**config.mk**
```make
export PLATFORM = sky130hd
export DESIGN_NAME = series_eval_unit
export DESIGN_NICKNAME = d
export VERILOG_FILES = /design/src/rtl/series_pkg.sv /design/src/rtl/series_recip_rom.sv /design/src/rtl/series_eval_unit.sv
export SDC_FILE = /design/constraint.sdc
export NUM_CORES = 1
export LEC_CHECK = 0
export ABC_CLOCK_PERIOD_IN_PS = 17650
export BUFFER_PORTS_ARGS = -buffer_cell sky130_fd_sc_hd__buf_2
export CORE_MARGIN = 8
export CORE_UTILIZATION = 60
export DETAILED_ROUTE_END_ITERATION = 7
export PLACE_DENSITY = 0.77
export SLEW_MARGIN = 40
export SYNTH_ARGS = -nofsm -noshare
export SYNTH_HDL_FRONTEND = slang
export SYNTH_SLANG_ARGS = --single-unit
```
**constraint.sdc**
```tcl
create_clock -name clk -period 17.65 [get_ports clk]
set_input_delay 0.8825 -clock clk [delete_from_list [all_inputs] [get_ports clk]]
set_output_delay 0.8825 -clock clk [all_outputs]
set_load 0.03 [all_outputs]
```
**src/rtl/series_pkg.sv**
```systemverilog
// Shared types and Q-format helpers for the series evaluator.
// State encoding, saturation and reciprocal-table construction.
package series_pkg;

  typedef enum logic [2:0] {
    S_IDLE,
    S_LOAD,
    S_ACC,
    S_MUL_X,
    S_MUL_C,
    S_DONE
  } state_t;

  localparam int DEF_WIDTH = 16;
  localparam int DEF_FRAC  = 12;
  localparam int DEF_TERMS = 8;

  function automatic longint one_q(input int frac);
    return longint'(1) << frac;
  endfunction

  function automatic longint max_w(input int width);
    return (longint'(1) << (width - 1)) - 1;
  endfunction

  function automatic longint min_w(input int width);
    return -(longint'(1) << (width - 1));
  endfunction

  function automatic longint sat_w(input longint v,
                                   input int width);
    if (v > max_w(width)) return max_w(width);
    if (v < min_w(width)) return min_w(width);
    return v;
  endfunction

  // floor(ONE/k); k = 0 is never used and reads as 0.
  function automatic longint recip_q(input int k,
                                     input int frac,
                                     input int width);
    longint r;
    if (k <= 0) return 0;
    r = one_q(frac) / k;
    if (r > max_w(width)) r = max_w(width);
    return r;
  endfunction

endpackage

```
**src/rtl/series_recip_rom.sv**
```systemverilog
// Combinational reciprocal table recip(k) = floor(ONE/k).
// Ports: k (term index), recip (Q-format reciprocal, 0 for k = 0).
module series_recip_rom
  import series_pkg::*;
#(
  parameter int TERMS = DEF_TERMS,
  parameter int WIDTH = DEF_WIDTH,
  parameter int FRAC  = DEF_FRAC,
  parameter int CW    = $clog2(TERMS + 1)
) (
  input  logic [CW-1:0]    k,
  output logic [WIDTH-1:0] recip
);

  logic [WIDTH-1:0] rom [TERMS];

  for (genvar i = 0; i < TERMS; i++) begin : g_rom
    assign rom[i] = WIDTH'(recip_q(i, FRAC, WIDTH));
  end

  always_comb begin
    recip = '0;
    for (int i = 0; i < TERMS; i++) begin
      if (k == CW'(i)) recip = rom[i];
    end
  end

endmodule

```
**src/rtl/series_eval_unit.sv**
```systemverilog
// Iterative evaluator of sum s_k*x^k/k!, k = 0..n-1, saturating.
// Ports: clk/rst, start/x_in/n_terms/alt in; ready/busy/done/result/ovf out.
module series_eval_unit
  import series_pkg::*;
#(
  parameter int WIDTH = DEF_WIDTH,
  parameter int FRAC  = DEF_FRAC,
  parameter int TERMS = DEF_TERMS,
  parameter int CW    = $clog2(TERMS + 1)
) (
  input  logic                    clk,
  input  logic                    rst,
  input  logic                    start,
  input  logic signed [WIDTH-1:0] x_in,
  input  logic [CW-1:0]           n_terms,
  input  logic                    alt,
  output logic                    ready,
  output logic                    busy,
  output logic                    done,
  output logic signed [WIDTH-1:0] result,
  output logic                    ovf
);

  localparam logic signed [WIDTH-1:0] ONE =
    WIDTH'(one_q(FRAC));

  state_t state, state_nxt;

  logic signed [WIDTH-1:0] x_q;
  logic signed [WIDTH-1:0] term_q;
  logic signed [WIDTH-1:0] acc_q;
  logic [CW-1:0]           k_q;
  logic [CW-1:0]           n_q;
  logic                    alt_q;

  logic [WIDTH-1:0]          recip;
  logic signed [WIDTH-1:0]   mul_op;
  logic signed [2*WIDTH-1:0] prod;
  logic signed [2*WIDTH-1:0] prod_sh;
  longint                    prod_l;
  longint                    prod_s;
  logic signed [WIDTH-1:0]   mul_sat;
  logic                      mul_ovf;

  logic signed [WIDTH:0]     addend;
  logic signed [WIDTH:0]     sum;
  longint                    sum_l;
  longint                    sum_s;
  logic signed [WIDTH-1:0]   add_sat;
  logic                      add_ovf;

  logic [CW-1:0]             k_nxt;
  logic [CW-1:0]             n_clamp;

  series_recip_rom #(
    .TERMS(TERMS),
    .WIDTH(WIDTH),
    .FRAC (FRAC),
    .CW   (CW)
  ) u_rom (
    .k    (k_q),
    .recip(recip)
  );

  // One shared multiplier: x in MUL_X, recip(k) in MUL_C.
  assign mul_op  = (state == S_MUL_C) ? signed'(recip) : x_q;
  assign prod    = (2*WIDTH)'(mul_op) * (2*WIDTH)'(term_q);
  assign prod_sh = prod >>> FRAC;
  assign prod_l  = longint'(prod_sh);
  assign prod_s  = sat_w(prod_l, WIDTH);
  assign mul_sat = WIDTH'(prod_s);
  assign mul_ovf = (prod_s != prod_l);

  assign addend  = (alt_q & k_q[0])
                 ? -((WIDTH+1)'(term_q))
                 : (WIDTH+1)'(term_q);
  assign sum     = (WIDTH+1)'(acc_q) + addend;
  assign sum_l   = longint'(sum);
  assign sum_s   = sat_w(sum_l, WIDTH);
  assign add_sat = WIDTH'(sum_s);
  assign add_ovf = (sum_s != sum_l);

  assign k_nxt   = k_q + CW'(1);
  assign n_clamp = (n_terms > CW'(TERMS)) ? CW'(TERMS) : n_terms;

  always_ff @(posedge clk) begin
    if (rst) state <= S_IDLE;
    else     state <= state_nxt;
  end

  always_comb begin
    state_nxt = state;
    unique case (state)
      S_IDLE:  if (start) state_nxt = S_LOAD;
      S_LOAD:  state_nxt = (n_q == '0) ? S_DONE : S_ACC;
      S_ACC:   state_nxt = (k_nxt == n_q || term_q == '0)
                         ? S_DONE : S_MUL_X;
      S_MUL_X: state_nxt = S_MUL_C;
      S_MUL_C: state_nxt = S_ACC;
      S_DONE:  state_nxt = S_IDLE;
      default: state_nxt = S_IDLE;
    endcase
  end

  always_comb begin
    ready = (state == S_IDLE);
    busy  = (state != S_IDLE);
    done  = (state == S_DONE);
  end

  // result is written on the edge into DONE so it is valid with done.
  always_ff @(posedge clk) begin
    if (rst) begin
      x_q    <= '0;
      term_q <= '0;
      acc_q  <= '0;
      k_q    <= '0;
      n_q    <= '0;
      alt_q  <= 1'b0;
      result <= '0;
      ovf    <= 1'b0;
    end else begin
      unique case (state)
        S_IDLE: begin
          if (start) begin
            x_q   <= x_in;
            alt_q <= alt;
            n_q   <= n_clamp;
          end
        end
        S_LOAD: begin
          term_q <= ONE;
          acc_q  <= '0;
          k_q    <= '0;
          ovf    <= 1'b0;
          result <= '0;
        end
        S_ACC: begin
          acc_q <= add_sat;
          k_q   <= k_nxt;
          if (add_ovf) ovf <= 1'b1;
          if (state_nxt == S_DONE) result <= add_sat;
        end
        S_MUL_X, S_MUL_C: begin
          term_q <= mul_sat;
          if (mul_ovf) ovf <= 1'b1;
        end
        S_DONE: ;
        default: ;
      endcase
    end
  end

endmodule

```
==> flow_summary.ini <==
[die]
die_h_um = 172
io-pin-count = 44
row_count = 57
die_w_um = 172
start_util = 0.605
coreArea_um2 = 24100
die-area_um2 = 29600

[power_and_ir_drop]
p_leak_nw = 7.72
ir_drop_uv = 50.1
powerDensity_nw_per_um2 = 51.4

[detailed_routing]
wl_per_cell_um = 18.5
route.detailed.drc = 0
ant_nets = 0
num_vias = 11900
dr.pass1.iters = 6
drt_iter0_markers = 768
via_per_inst = 5.74
wl_um = 38200

[setup_path]
cpPeakStageDelay_ns = 0.62
critPathSlowestCell = or4_1
critical_path.most_common_cell = fa_1
cp.arrival_ns = 9.90
r2r_end = term_q[0]
timing.rr.start = state[2]
rr_worst_depth = 29
r2r_setup_slack_ns = 7.98
crit_path_end_kind = register
required_ns = 17.89
cp_max_fo = 51
worst-setup-path-type = register to register
endpoint = term_q[0]
startpoint = state[2]
start_kind = register

[synth]
yosysTopAreaCell = fa_1
synth-warning-count = 0
synth-seq-area-share = 0.106
yosysTopAreaCellShare = 0.359
synth_seq_cells = 77
syn_area_um2 = 14600
syn-num-nets = 2132
syn_inst = 1745
synth_edf_count = 0
async_flop_share = 0
ys.flop_type = dfxtp_1
post-synth-top-count-cell = inv_1
synth.avg_cell_area_um2 = 8.36
yosys-top-cells-area = fa_1 36%, dfxtp_1 11%, ha_1 8.7%, inv_1 8.4%, nand2_1 6.4%
synth.distinct_cells = 65
synthTopCellsByCount = 325 x inv_1, 262 x fa_1, 249 x nand2_1

[grt]
grt_remaining_overflow = 0
antenna_found_initial = 0
track_usage = 0.276
grt_pass1_vias = 12800
grt_max_degree = 66
grt_pass1_wl_um = 63800

[timing]
finalCriticalPeriod_ns = 9.67
relSlewSlack = 0.388
maxSlewViolCount = 0
hold_viol = 0
timing.fmax_mhz = 103
clock_skew_ns = 0.00905
setup_tns_ns = 0
fin_crit_sh = 0.548
tightestPinTransition_ns = 0.916
setup_viol = 0
rsz0062_at_grt = no

[cts]
clkLatencyLatePin_ns = 0.35
cts_resized = 0
htreeDepth = 3
holdBufCountCts = 0
cts.path.max_buffers = 2
cts_tree = done
clk_pin_slew_ns = 0.07
cts_buffers = 9
clock-sinks = 77
cts-root-buf = clkbuf_16
cts_setup_buffers = 0

[finish]
fin_util = 0.638
antenna_cells = 0
instances_no_fill = 2067
nNetsFinal = 2125
design_area_um2 = 15400
fill_cells = 2133
area_growth_pct = 5.46
layout-drive-gt1-share = 0.0608

[place]
dp_hpwl_um = 30400
placed_cells = 2051
placed_area_um2 = 15100
port_buffers = 43
place_congestion = 0.958

[outcome]
outcome = finished clean

[job]
cap_violations = 0

[worst_hold_path]
hp-class = register to register
sequential cells by signal (all words and copies together), names as in the netlist, 3 cells and up:
name	cells
state	3
result	16
k_q	4
x_q	16
acc_q	16
term_q	16
n_q	4
report_power, final:
part / switching, W / internal, W / leakage, nW
Sequential: 0.0000312 / 0.000191 / 0.626
Combinational: 0.000255 / 0.000122 / 6.95
Clock: 0.0000805 / 0.000111 / 0.144
worst min-delay path by stage:
stage | cells after the start | slack [ns] | start | to
after detailed placement | 2 | 0.44 | result[15] | result[15]
after global placement | 2 | 0.44 | result[15] | result[15]
after CTS | 2 | 0.45 | result[15] | result[15]
after global routing | 2 | 0.48 | x_q[10] | x_q[10]
after floorplan | 2 | 0.44 | acc_q[0] | acc_q[0]
final | 2 | 0.45 | result[15] | result[15]
cell usage in the layout, fill, tap and decap left out, drive strengths merged, types with 3 or more instances in the layout:
master | Yosys | layout
nand2 | 249 | 249
o21ai | 55 | 55
mux2i | 3 | 3
nand3 | 12 | 12
xnor2 | 38 | 38
a22o | 14 | 14
a211oi | 12 | 12
dfxtp | 77 | 77
or4 | 3 | 3
buf | 4 | 65
nand4 | 9 | 9
a22oi | 3 | 3
xor2 | 25 | 25
a21oi | 88 | 88
clkinv | 3 | 5
a31oi | 17 | 17
nor2 | 90 | 90
ha | 101 | 101
o31ai | 7 | 7
inv | 325 | 327
nand2b | 7 | 7
nor4 | 6 | 6
o211ai | 9 | 9
clkbuf | 79 | 9
o21a | 8 | 8
fa | 262 | 262
and3 | 26 | 26
nand3b | 16 | 16
nor3 | 20 | 20
o31a | 3 | 3
nor2b | 8 | 8
a311oi | 3 | 3
o21bai | 4 | 4
or3 | 9 | 9
and2 | 102 | 102
a21o | 20 | 20
a211o | 4 | 4
final cells by class:
| type | instances | area, µm² | share of cell area |
|---|---|---|---|
| multi-input combinational | 1257 | 11500 | 0.749 |
| sequential | 77 | 1550 | 0.100 |
| inverter | 328 | 1230 | 0.0800 |
| tap | 324 | 405 | 0.0263 |
| timing repair buffer | 65 | 380 | 0.0247 |
| clock buffer | 9 | 225 | 0.0146 |
| clock inverter | 7 | 82.6 | 0.00537 |
cell families after synthesis:
| family | after synthesis | synth area share |
|---|---|---|
| compound gates | 262 | 0.116 |
| xor+xnor | 63 | 0.0383 |
| fa+ha+maj | 363 | 0.446 |
| buf+inv | 411 | 0.106 |
| flops | 77 | 0.106 |
| mux | 5 | 0.00360 |
| simple gates | 564 | 0.184 |
per-layer routing:
layer,global-route usage,part of all wire
met1,0.334,0.39
met2,0.484,0.50
met3,0.0416,0.067
met4,0.123,0.048
met5,0,0
stage by stage:
step / power (W) / hold WS (ns) / setup WS [ns]
after floorplan: 0.000476 / 0.436 / 9.18
after global placement: 0.000585 / 0.444 / 8.48
after detailed placement: 0.000595 / 0.445 / 8.13
after CTS: 0.000789 / 0.454 / 8.07
after global routing: 0.000841 / 0.477 / 7.50
final: 0.000791 / 0.451 / 7.98
critical path, delay by kind of cell (launching register included):
| kind | cells | cell delay [ns] |
|---|---|---|
| fa+ha+maj | 8 | 3.63 |
| simple gates | 5 | 2.27 |
| compound gates | 9 | 2.11 |
| buf+inv | 6 | 0.82 |
| flops | 1 | 0.55 |
| xor+xnor | 1 | 0.14 |
No activity file was read; power rests on OpenSTA's default activity.
